==> src/rtl/port_share_sched.sv <==
// Round-robin share of one in-order datapath among NUM_REQ requesters.
// A tag FIFO remembers who issued each transaction; a timeout drops stuck heads.
module port_share_sched #(
    parameter int NUM_REQ = 4,
    parameter int DW      = 8,
    parameter int MAX_OUT = 4,
    parameter int TIMEOUT = 5
) (
    input  logic                           clk,
    input  logic                           rst,
    input  logic [NUM_REQ-1:0]             req_valid,
    input  logic [NUM_REQ*DW-1:0]          req_data,
    output logic [NUM_REQ-1:0]             req_ready,
    output logic                           in_en,
    output logic [DW-1:0]                  portin,
    input  logic                           out_en,
    input  logic [DW-1:0]                  portout,
    output logic [NUM_REQ-1:0]             rsp_valid,
    output logic [DW-1:0]                  rsp_data,
    output logic                           timeout_err,
    output logic                           spurious_err,
    output logic [$clog2(MAX_OUT+1)-1:0]   occ
);
    localparam int OW  = $clog2(MAX_OUT + 1);
    localparam int GW  = $clog2(NUM_REQ);
    localparam int AW  = $clog2(MAX_OUT);
    localparam int TSW = $clog2(TIMEOUT + 2) + 1;

    logic [GW-1:0]      ptr_q, ptr_d;
    logic [OW-1:0]      occ_q, occ_d;
    logic [AW-1:0]      wr_q, rd_q;
    logic [TSW-1:0]     now_q;
    logic [GW-1:0]      tag_g_q [MAX_OUT];
    logic [TSW-1:0]     tag_s_q [MAX_OUT];

    logic               in_en_q, in_en_d;
    logic [DW-1:0]      portin_q, portin_d;
    logic [NUM_REQ-1:0] rsp_valid_q, rsp_valid_d;
    logic [DW-1:0]      rsp_data_q, rsp_data_d;
    logic               tmo_q, tmo_d;
    logic               spur_q, spur_d;

    logic               gnt_hit;
    logic [GW-1:0]      gnt_idx, cand;
    logic               empty, pop_rsp, pop_tmo, pop;
    logic [GW-1:0]      head_g;
    logic [TSW-1:0]     age;

    // Grant only looks at registered occupancy, so a same-cycle pop never frees a slot early.
    always_comb begin
        gnt_hit = 1'b0;
        gnt_idx = '0;
        cand    = '0;
        if (!rst && (occ_q < OW'(MAX_OUT))) begin
            for (int k = 0; k < NUM_REQ; k++) begin
                cand = GW'((int'(ptr_q) + k) % NUM_REQ);
                if (!gnt_hit && req_valid[cand]) begin
                    gnt_hit = 1'b1;
                    gnt_idx = cand;
                end
            end
        end
    end

    assign req_ready = gnt_hit ? (NUM_REQ'(1) << gnt_idx) : '0;

    assign empty   = (occ_q == '0);
    assign head_g  = tag_g_q[rd_q];
    assign age     = now_q - tag_s_q[rd_q];
    assign pop_rsp = out_en && !empty;
    assign pop_tmo = !out_en && !empty && (age == TSW'(TIMEOUT + 1));
    assign pop     = pop_rsp || pop_tmo;

    always_comb begin
        ptr_d       = ptr_q;
        if (gnt_hit) begin
            ptr_d = (gnt_idx == GW'(NUM_REQ - 1)) ? '0 : gnt_idx + GW'(1);
        end
        occ_d       = occ_q + OW'(gnt_hit) - OW'(pop);
        in_en_d     = gnt_hit;
        portin_d    = gnt_hit ? req_data[gnt_idx*DW +: DW] : '0;
        rsp_valid_d = pop_rsp ? (NUM_REQ'(1) << head_g) : '0;
        rsp_data_d  = pop_rsp ? portout : '0;
        tmo_d       = pop_tmo;
        spur_d      = out_en && empty && !gnt_hit;
    end

    always_ff @(posedge clk or posedge rst) begin
        if (rst) begin
            ptr_q       <= '0;
            occ_q       <= '0;
            wr_q        <= '0;
            rd_q        <= '0;
            now_q       <= '0;
            in_en_q     <= 1'b0;
            portin_q    <= '0;
            rsp_valid_q <= '0;
            rsp_data_q  <= '0;
            tmo_q       <= 1'b0;
            spur_q      <= 1'b0;
            for (int i = 0; i < MAX_OUT; i++) begin
                tag_g_q[i] <= '0;
                tag_s_q[i] <= '0;
            end
        end else begin
            ptr_q       <= ptr_d;
            occ_q       <= occ_d;
            now_q       <= now_q + TSW'(1);
            in_en_q     <= in_en_d;
            portin_q    <= portin_d;
            rsp_valid_q <= rsp_valid_d;
            rsp_data_q  <= rsp_data_d;
            tmo_q       <= tmo_d;
            spur_q      <= spur_d;
            // Stamp with the issue cycle's time so the head is age 0 while in_en is high.
            if (gnt_hit) begin
                tag_g_q[wr_q] <= gnt_idx;
                tag_s_q[wr_q] <= now_q + TSW'(1);
                wr_q          <= wr_q + AW'(1);
            end
            if (pop) begin
                rd_q <= rd_q + AW'(1);
            end
        end
    end

    assign in_en        = in_en_q;
    assign portin       = portin_q;
    assign rsp_valid    = rsp_valid_q;
    assign rsp_data     = rsp_data_q;
    assign timeout_err  = tmo_q;
    assign spurious_err = spur_q;
    assign occ          = occ_q;

endmodule
==> config.mk <==
export PLATFORM = sky130hd
export DESIGN_NAME = port_share_sched
export DESIGN_NICKNAME = d
export VERILOG_FILES = /design/src/rtl/port_share_sched.sv
export SDC_FILE = /design/constraint.sdc
export NUM_CORES = 1
export LEC_CHECK = 0
export ABC_CLOCK_PERIOD_IN_PS = 5000
export CORE_ASPECT_RATIO = 2
export CORE_MARGIN = 2
export CORE_UTILIZATION = 52
export DETAILED_ROUTE_END_ITERATION = 10
export HOLD_SLACK_MARGIN = 0.15
export MAX_ROUTING_LAYER = met4
export PLACE_DENSITY_LB_ADDON = 0.3
export SETUP_SLACK_MARGIN = 0.4
export SLEW_MARGIN = 0
export SYNTH_ARGS = -nofsm -noshare
export SYNTH_HDL_FRONTEND = slang
export SYNTH_SLANG_ARGS = --single-unit
==> constraint.sdc <==
create_clock -name clk -period 5 [get_ports clk]
set_clock_uncertainty 0.05 [all_clocks]
set_input_delay 0.5 -clock clk [delete_from_list [all_inputs] [get_ports clk]]
set_output_delay 0.5 -clock clk [all_outputs]
set_load 0.1 [all_outputs]
==> results of run 1 <==
[kinds of logic (layout without fill, tap and decap cells)]
logic type,after synthesis,count (layout),share of synthesized area [%]
flops,60,60,52.9
simple gates,54,54,10.4
compound gates,40,40,9.74
mux,27,27,13.3
buf+inv,24,110,3.74
fa+ha+maj,15,15,6.87
xor+xnor,10,10,3.08
[layout make-up]
type	instances	area (um^2)
Timing Repair Buffer	79	773
Clock inverter	7	91.3
Sequential cell	60	1500
Tap cell	60	75.1
Fill cell	399	1470
Inverter	15	56.3
Multi-Input combinational cell	146	1230
Clock buffer	9	124
[worst max-delay path by stage]
stage                                   start               end  slack (ps)  cells after the start
after floorplan           rd_q[0]$_DFFE_PP0P_  occ[2]$_DFF_PP0_        1760                     15
after global placement           req_valid[3]      req_ready[3]        1570                      9
after detailed placement         req_valid[3]      req_ready[3]        1450                      9
after CTS                        req_valid[3]      req_ready[1]        1430                      9
after global routing             req_valid[3]      req_ready[1]        1220                      9
final                            req_valid[3]      req_ready[1]        1430                      9
[per-stage QoR]
stage | hold slack [ps] | instances | instance area [um^2] | util (%)
finish | 432 | 376 | 3850 | 72.4
global route | 456 | 376 | 3850 | 72.4
CTS | 437 | 376 | 3850 | 72.4
detailed placement | 421 | 360 | 3640 | 68.3
global placement | 405 | 360 | 3640 | 68.3
floorplan | 392 | 230 | 2840 | -
[state kept, by name (all words and copies together), names as in the netlist]
register	count
tag_s_q	16
portin	8
rsp_data	8
tag_g_q	8
now_q	4
rsp_valid	4
occ	3
ptr_q	2
rd_q	2
wr_q	2
in_en	1
spurious_err	1
timeout_err	1
[Yosys cell counts, drive strengths merged]
library cell  count
a211o             1
a211oi            8
a21o              1
a21oi             1
a221oi            9
and2             12
and2b             1
and3              3
and3b             1
and4bb            1
buf               5
clkbuf            4
clkinv            1
dfrtp            60
fa                1
ha               14
inv              14
mux2             12
mux2i             9
mux4              6
nand2            21
nand2b            2
nand3             1
nor2              5
nor3              2
nor3b             1
nor4              1
nor4bb            1
o211ai            1
o21a              1
o21ai            17
o311ai            1
or2               1
or3b              1
xnor2             9
xor2              1
[routing by layer]
metal | share of wire [%] | wire length (um) | vias up
met5 | 0 | 0 | -
met4 | 2.4 | 148 | 0
met3 | 4.6 | 285 | 10
met2 | 53 | 3290 | 66
met1 | 40 | 2470 | 1044
li1 | - | - | 975
[power by group through the flow]
stage	clock network [mW]	registers, mW	logic [mW]
finish	0.472	0.783	1.13
global route	0.501	0.805	1.21
CTS	0.481	0.784	1.13
detailed placement	0	0.792	1.13
global placement	0	0.777	1.09
floorplan	0	1.12	0.527
[critical path: cells and delay by family]
family,cells,cell delay [ps]
buf+inv,4,1240
simple gates,3,640
compound gates,1,460
fa+ha+maj,1,200
==> flow_summary.json, run 1 <==
{
  "status": "finished, final reports clean",
  "rsz0062_at_grt": "false",
  "final_common_cell": "clkdlybuf4s50_1",
  "htreeDepth": 3,
  "cp_slowest_cell": "clkdlybuf4s50_1",
  "ios": 77,
  "postSynthCellCount": 230,
  "area_delta_synth_final_pct": 35.7,
  "ant_nets": 0,
  "slew_violations": 0,
  "synth.distinct_cells": 42,
  "cts-root-buf": "clkbuf_8",
  "cp.required_ps": 4450,
  "pwr-share-comb_pct": 47.3,
  "crit_path_end_kind": "output pin",
  "io_buffers": 76,
  "relSlewSlack_pct": 33.1,
  "r2r_cells": 14,
  "crit_chain": "clkdlybuf4s50_1 > nor2_1 > a211o_1 > clkinv_1 > nand2_1 > inv_1 > ha_1 > and2_1 > buf_4",
  "cts_setup_buffers": 0,
  "arrival_ps": 3020,
  "synth-seq-area-share_pct": 52.9,
  "drc": 0,
  "fmax_ghz": 0.280,
  "ys_ff_latch": 60,
  "drive_gt1_share_pct": 13.0,
  "grt_pass1_wl_um": 10200,
  "hp-class": "reg2reg",
  "cts.clk_slew.worst_paths_ps": 70,
  "leakage_nw": 1.76,
  "num_antenna_cells": 0,
  "worst_pin_slew_ps": 1000,
  "grtUsageMet2_pct": 36.3,
  "vias": 2095,
  "wl_per_cell_um": 16.5,
  "synth_area_leaders": "dfrtp_1, ha_1, mux2_2",
  "core_um2": 5330,
  "synth_top_area_share_pct": 52.9,
  "finalPower_mw": 2.38,
  "postCtsHoldBufs": 0,
  "yosysTopAreaCell": "dfrtp_1",
  "ir_drop_mv": 0.498,
  "power.density_nw_per_um2": 618,
  "critPathMaxFanout": 16,
  "mostFrequentLayoutCells": "clkdlybuf4s50_1, dfrtp_1, nand2_1",
  "ys_warn_count": 0,
  "place_ws_ps": 1450,
  "rows": 38,
  "drtIter0Drc": 76,
  "p_int_mw": 1.34,
  "syn_avg_cell_area_um2": 12.3,
  "antenna_found_initial": 0,
  "grtUsageMet3_pct": 6.94,
  "r2r-start": "rd_q[0]$_DFFE_PP0P_",
  "clock-sinks": 60,
  "period_share_pct": 71.4,
  "grt_use_total_pct": 22.8,
  "worstReg2RegEnd": "occ[2]$_DFF_PP0_",
  "routed_wl_um": 6200,
  "die_y_um": 109,
  "grt_pass1_vias": 2148,
  "sw_frac_of_total_pct": 43.6,
  "place.gp.congestion": 0.837,
  "worst_slack_ps": 1430,
  "hold_start": "tag_g_q[1]$_DFFE_PP0P_",
  "cts_buffer_depth": 2,
  "syn-cell-area_um2": 2840,
  "cts_buffers": 9,
  "clockPowerShare_pct": 19.8,
  "grt_overflow": 0,
  "maxCapViolCount": 0,
  "vias_per_cell": 5.57,
  "cts_tree": "done",
  "use_met1_pct": 27.2,
  "drt_first_pass_iters": 4,
  "grt_max_degree": 61,
  "critical_path_class": "in2out",
  "dieArea_um2": 6110,
  "whs_endpoint": "tag_g_q[1]$_DFFE_PP0P_",
  "period_minus_slack_ps": 3570,
  "worstSkewPairLatency_ps": 340,
  "start_kind": "input port",
  "p_seq_share_pct": 32.9,
  "setup_viol_count_final": 0,
  "fin_nets": 373,
  "setup_tns_ps": 0,
  "syn-num-nets": 292,
  "whs_path_depth": 2,
  "post_cts_resize_count": 0,
  "slowest_delay_ps": 470,
  "grt-busiest-layer": "met2",
  "reg2reg_slack_ps": 1560,
  "dpl.hpwl_um": 4510,
  "die_w_um": 56.3,
  "start_util_pct": 53.3,
  "final-hold-violation-count": 0,
  "p_switching_mw": 1.04
}
(Power assumes the default switching activity.)
==> run 2, diff against run 1 <==
--- a/config.mk
+++ b/config.mk
@@ -5,10 +5,10 @@
 export SDC_FILE = /design/constraint.sdc
 export NUM_CORES = 1
 export LEC_CHECK = 0
-export ABC_CLOCK_PERIOD_IN_PS = 5000
+export ABC_CLOCK_PERIOD_IN_PS = 3000
 export CORE_ASPECT_RATIO = 2
 export CORE_MARGIN = 2
-export CORE_UTILIZATION = 52
+export CORE_UTILIZATION = 43
 export DETAILED_ROUTE_END_ITERATION = 10
 export HOLD_SLACK_MARGIN = 0.15
 export MAX_ROUTING_LAYER = met4
==> constraint.sdc (replaced) <==
create_clock -name clk -period 3 [get_ports clk]
set_clock_uncertainty 0.05 [all_clocks]
set_input_delay 0.3 -clock clk [delete_from_list [all_inputs] [get_ports clk]]
set_output_delay 0.3 -clock clk [all_outputs]
set_load 0.1 [all_outputs]
==> run 2 against run 1 <==
The run now ends with negative setup slack left. Clock power grew to 2.6 times the previous value. Sequential share of layout area down 3.0 points. Via count is 0.72% higher. Power rose by 93%. Sequential power up 66%. Largest cell class unchanged. Register-to-register slack got worse by 1600 ps. Setup slack got worse by 1500 ps. Core utilization shrank 6.6 points. Largest power group unchanged. Critical path depth rose by 5.
==> flow_summary.json, run 2 (synthesis gave the netlist of run 1 again) <==
{
  "status": "finished, violations left",
  "violations": "negative setup slack",
  "io_buffers": 76,
  "worst_slack_ps": -57.2,
  "crit_path_frequent_cell": "ha_4",
  "reg2reg_slack_ps": -60,
  "cp.required_ps": 3150,
  "die_w_um": 61.5,
  "maxCapViolCount": 0,
  "area_delta_synth_final_pct": 47.3,
  "instances_no_fill": 413,
  "grt_pass1_vias": 2234,
  "fmax_ghz": 0.327,
  "vias": 2110,
  "drive_gt1_share_pct": 27.5,
  "cts_buffer_depth": 2,
  "slowest_delay_ps": 520,
  "fin_nets": 384,
  "relSlewSlack_pct": 34.6,
  "critical_path_class": "reg2reg",
  "vias_per_cell": 5.11,
  "leakage_nw": 1.95,
  "ios": 77,
  "period_share_pct": 102,
  "clock-sinks": 60,
  "drt_first_pass_iters": 4,
  "core_um2": 6360,
  "dp_cells": 395,
  "period_minus_slack_ps": 3060,
  "final-hold-violation-count": 0,
  "ant_nets": 0,
  "mostFrequentLayoutCells": "dfrtp_1, clkdlybuf4s50_1, buf_4",
  "die_y_um": 119,
  "holdWs_ps": 392,
  "postCtsHoldBufs": 0,
  "cts_buffers": 9,
  "drc": 0,
  "crit_chain": "mux4_2 > inv_2 > ha_4 > xnor2_1 > nor4_1 > and3_4 > or2_4 > ha_4 > inv_4 > ha_4 > inv_2 > fa_2 > xnor2_2 > xnor2_1",
  "largest_register": "tag_s_q",
  "finalPower_mw": 4.60,
  "num_antenna_cells": 0,
  "final_common_cell": "dfrtp_1",
  "wl_per_cell_um": 16.4,
  "cts_tree": "done",
  "worst_pin_slew_ps": 978,
  "dieArea_um2": 7310,
  "worstSkewPairLatency_ps": 320,
  "cp_slowest_cell": "mux4_2",
  "start_kind": "register",
  "worstReg2RegEnd": "occ[2]$_DFF_PP0_",
  "cts.clk_slew.worst_paths_ps": 50,
  "rsz0062_at_grt": "true",
  "dpl.hpwl_um": 4910,
  "power.density_nw_per_um2": 1100,
  "setup_viol_count_final": 1,
  "routed_wl_um": 6770,
  "grt_pass1_wl_um": 11300,
  "start_util_pct": 44.6,
  "htreeDepth": 3,
  "grt_max_degree": 31,
  "drtIter0Drc": 139,
  "place.gp.congestion": 0.801,
  "arrival_ps": 3210,
  "grt_overflow": 0,
  "antenna_found_initial": 0,
  "r2r-start": "rd_q[0]$_DFFE_PP0P_",
  "rows": 41,
  "slew_violations": 0,
  "critPathMaxFanout": 4,
  "crit_path_end_kind": "register",
  "ir_drop_mv": 0.763,
  "largest_reg_flops": 16,
  "grt_use_total_pct": 21.9,
  "cts-root-buf": "clkbuf_16",
  "r2r_cells": 14,
  "hp-class": "in2async"
}
run 2: cell types whose count changed in the layout (fill, tap and decap cells not counted), moves of 3 or more:
cell and change:
ha_4 +3, clkinv_2 -3, clkbuf_16 +9, ha_1 -3, clkdlybuf4s50_1 -25, buf_12 +4, clkbuf_8 -5, inv_1 -3
buf_4 +28
run 2: worst max-delay path: cells and delay by family (launching register included):
| kind | cells | cell delay, ps |
|---|---|---|
| fa+ha+maj | 4 | 880 |
| flops | 1 | 410 |
| buf+inv | 3 | 160 |
| simple gates | 3 | 480 |
| mux | 1 | 520 |
| xor+xnor | 3 | 430 |
run 2: area by class of cell:
cell class | instances | area (um^2)
fill | 500 | 2180
tap | 86 | 108
clock buffer | 13 | 280
sequential | 60 | 1500
inverter | 15 | 58.8
multi-input combinational | 146 | 1280
clock inverter | 3 | 90.1
timing repair buffer | 90 | 858
run 2: power by group:
group          leakage (nW)  switching [mW]  total (mW)  internal [mW]
logic                  1.01            1.29        2.06          0.773
registers             0.759           0.194        1.30           1.10
clock network         0.182           0.346        1.25          0.901
total                  1.95            1.83        4.60           2.78
run 2: worst max path at each step:
stage,startpoint,to,slack [ps],cells after the start
detailed placement,rd_q[0]$_DFFE_PP0P_,occ[2]$_DFF_PP0_,-100,14
floorplan,rd_q[0]$_DFFE_PP0P_,occ[2]$_DFF_PP0_,-50,15
CTS,rd_q[0]$_DFFE_PP0P_,occ[2]$_DFF_PP0_,-60,14
finish,rd_q[0]$_DFFE_PP0P_,occ[2]$_DFF_PP0_,-60,14
global route,rd_q[0]$_DFFE_PP0P_,occ[2]$_DFF_PP0_,-190,14
global placement,rd_q[0]$_DFFE_PP0P_,occ[2]$_DFF_PP0_,-30,14
run 2: routing by layer:
layer / vias up / wire [um] / part of all wire, % / GRT usage, %
met1: 1037 / 2380 / 35 / 23.8
met2: 58 / 3880 / 57 / 36.2
li1: 995 / - / - / -
met5: - / 0 / 0 / -
met4: 0 / 246 / 3.6 / 9.97
met3: 20 / 263 / 3.9 / 5.32
run 2: timing repair:
item | in CTS | in global routing
buffers inserted | 1 | 1
hold endpoints to repair | 0 | 0
resized for setup | 7 | 7
pin swaps | 5 | 1
endpoints found under the setup margin | 5 | 6
run 2: per-stage QoR:
step                      util [%]  TNS, ps  area, um^2  setup slack [ps]
after floorplan                  -    -47.8        2870             -47.8
after CTS                     65.3    -57.3        4160             -57.3
after global routing          65.8     -252        4180              -189
final                         65.8    -57.2        4180             -57.2
after detailed placement      59.1     -103        3760              -102
after global placement        59.1    -32.5        3760             -32.5
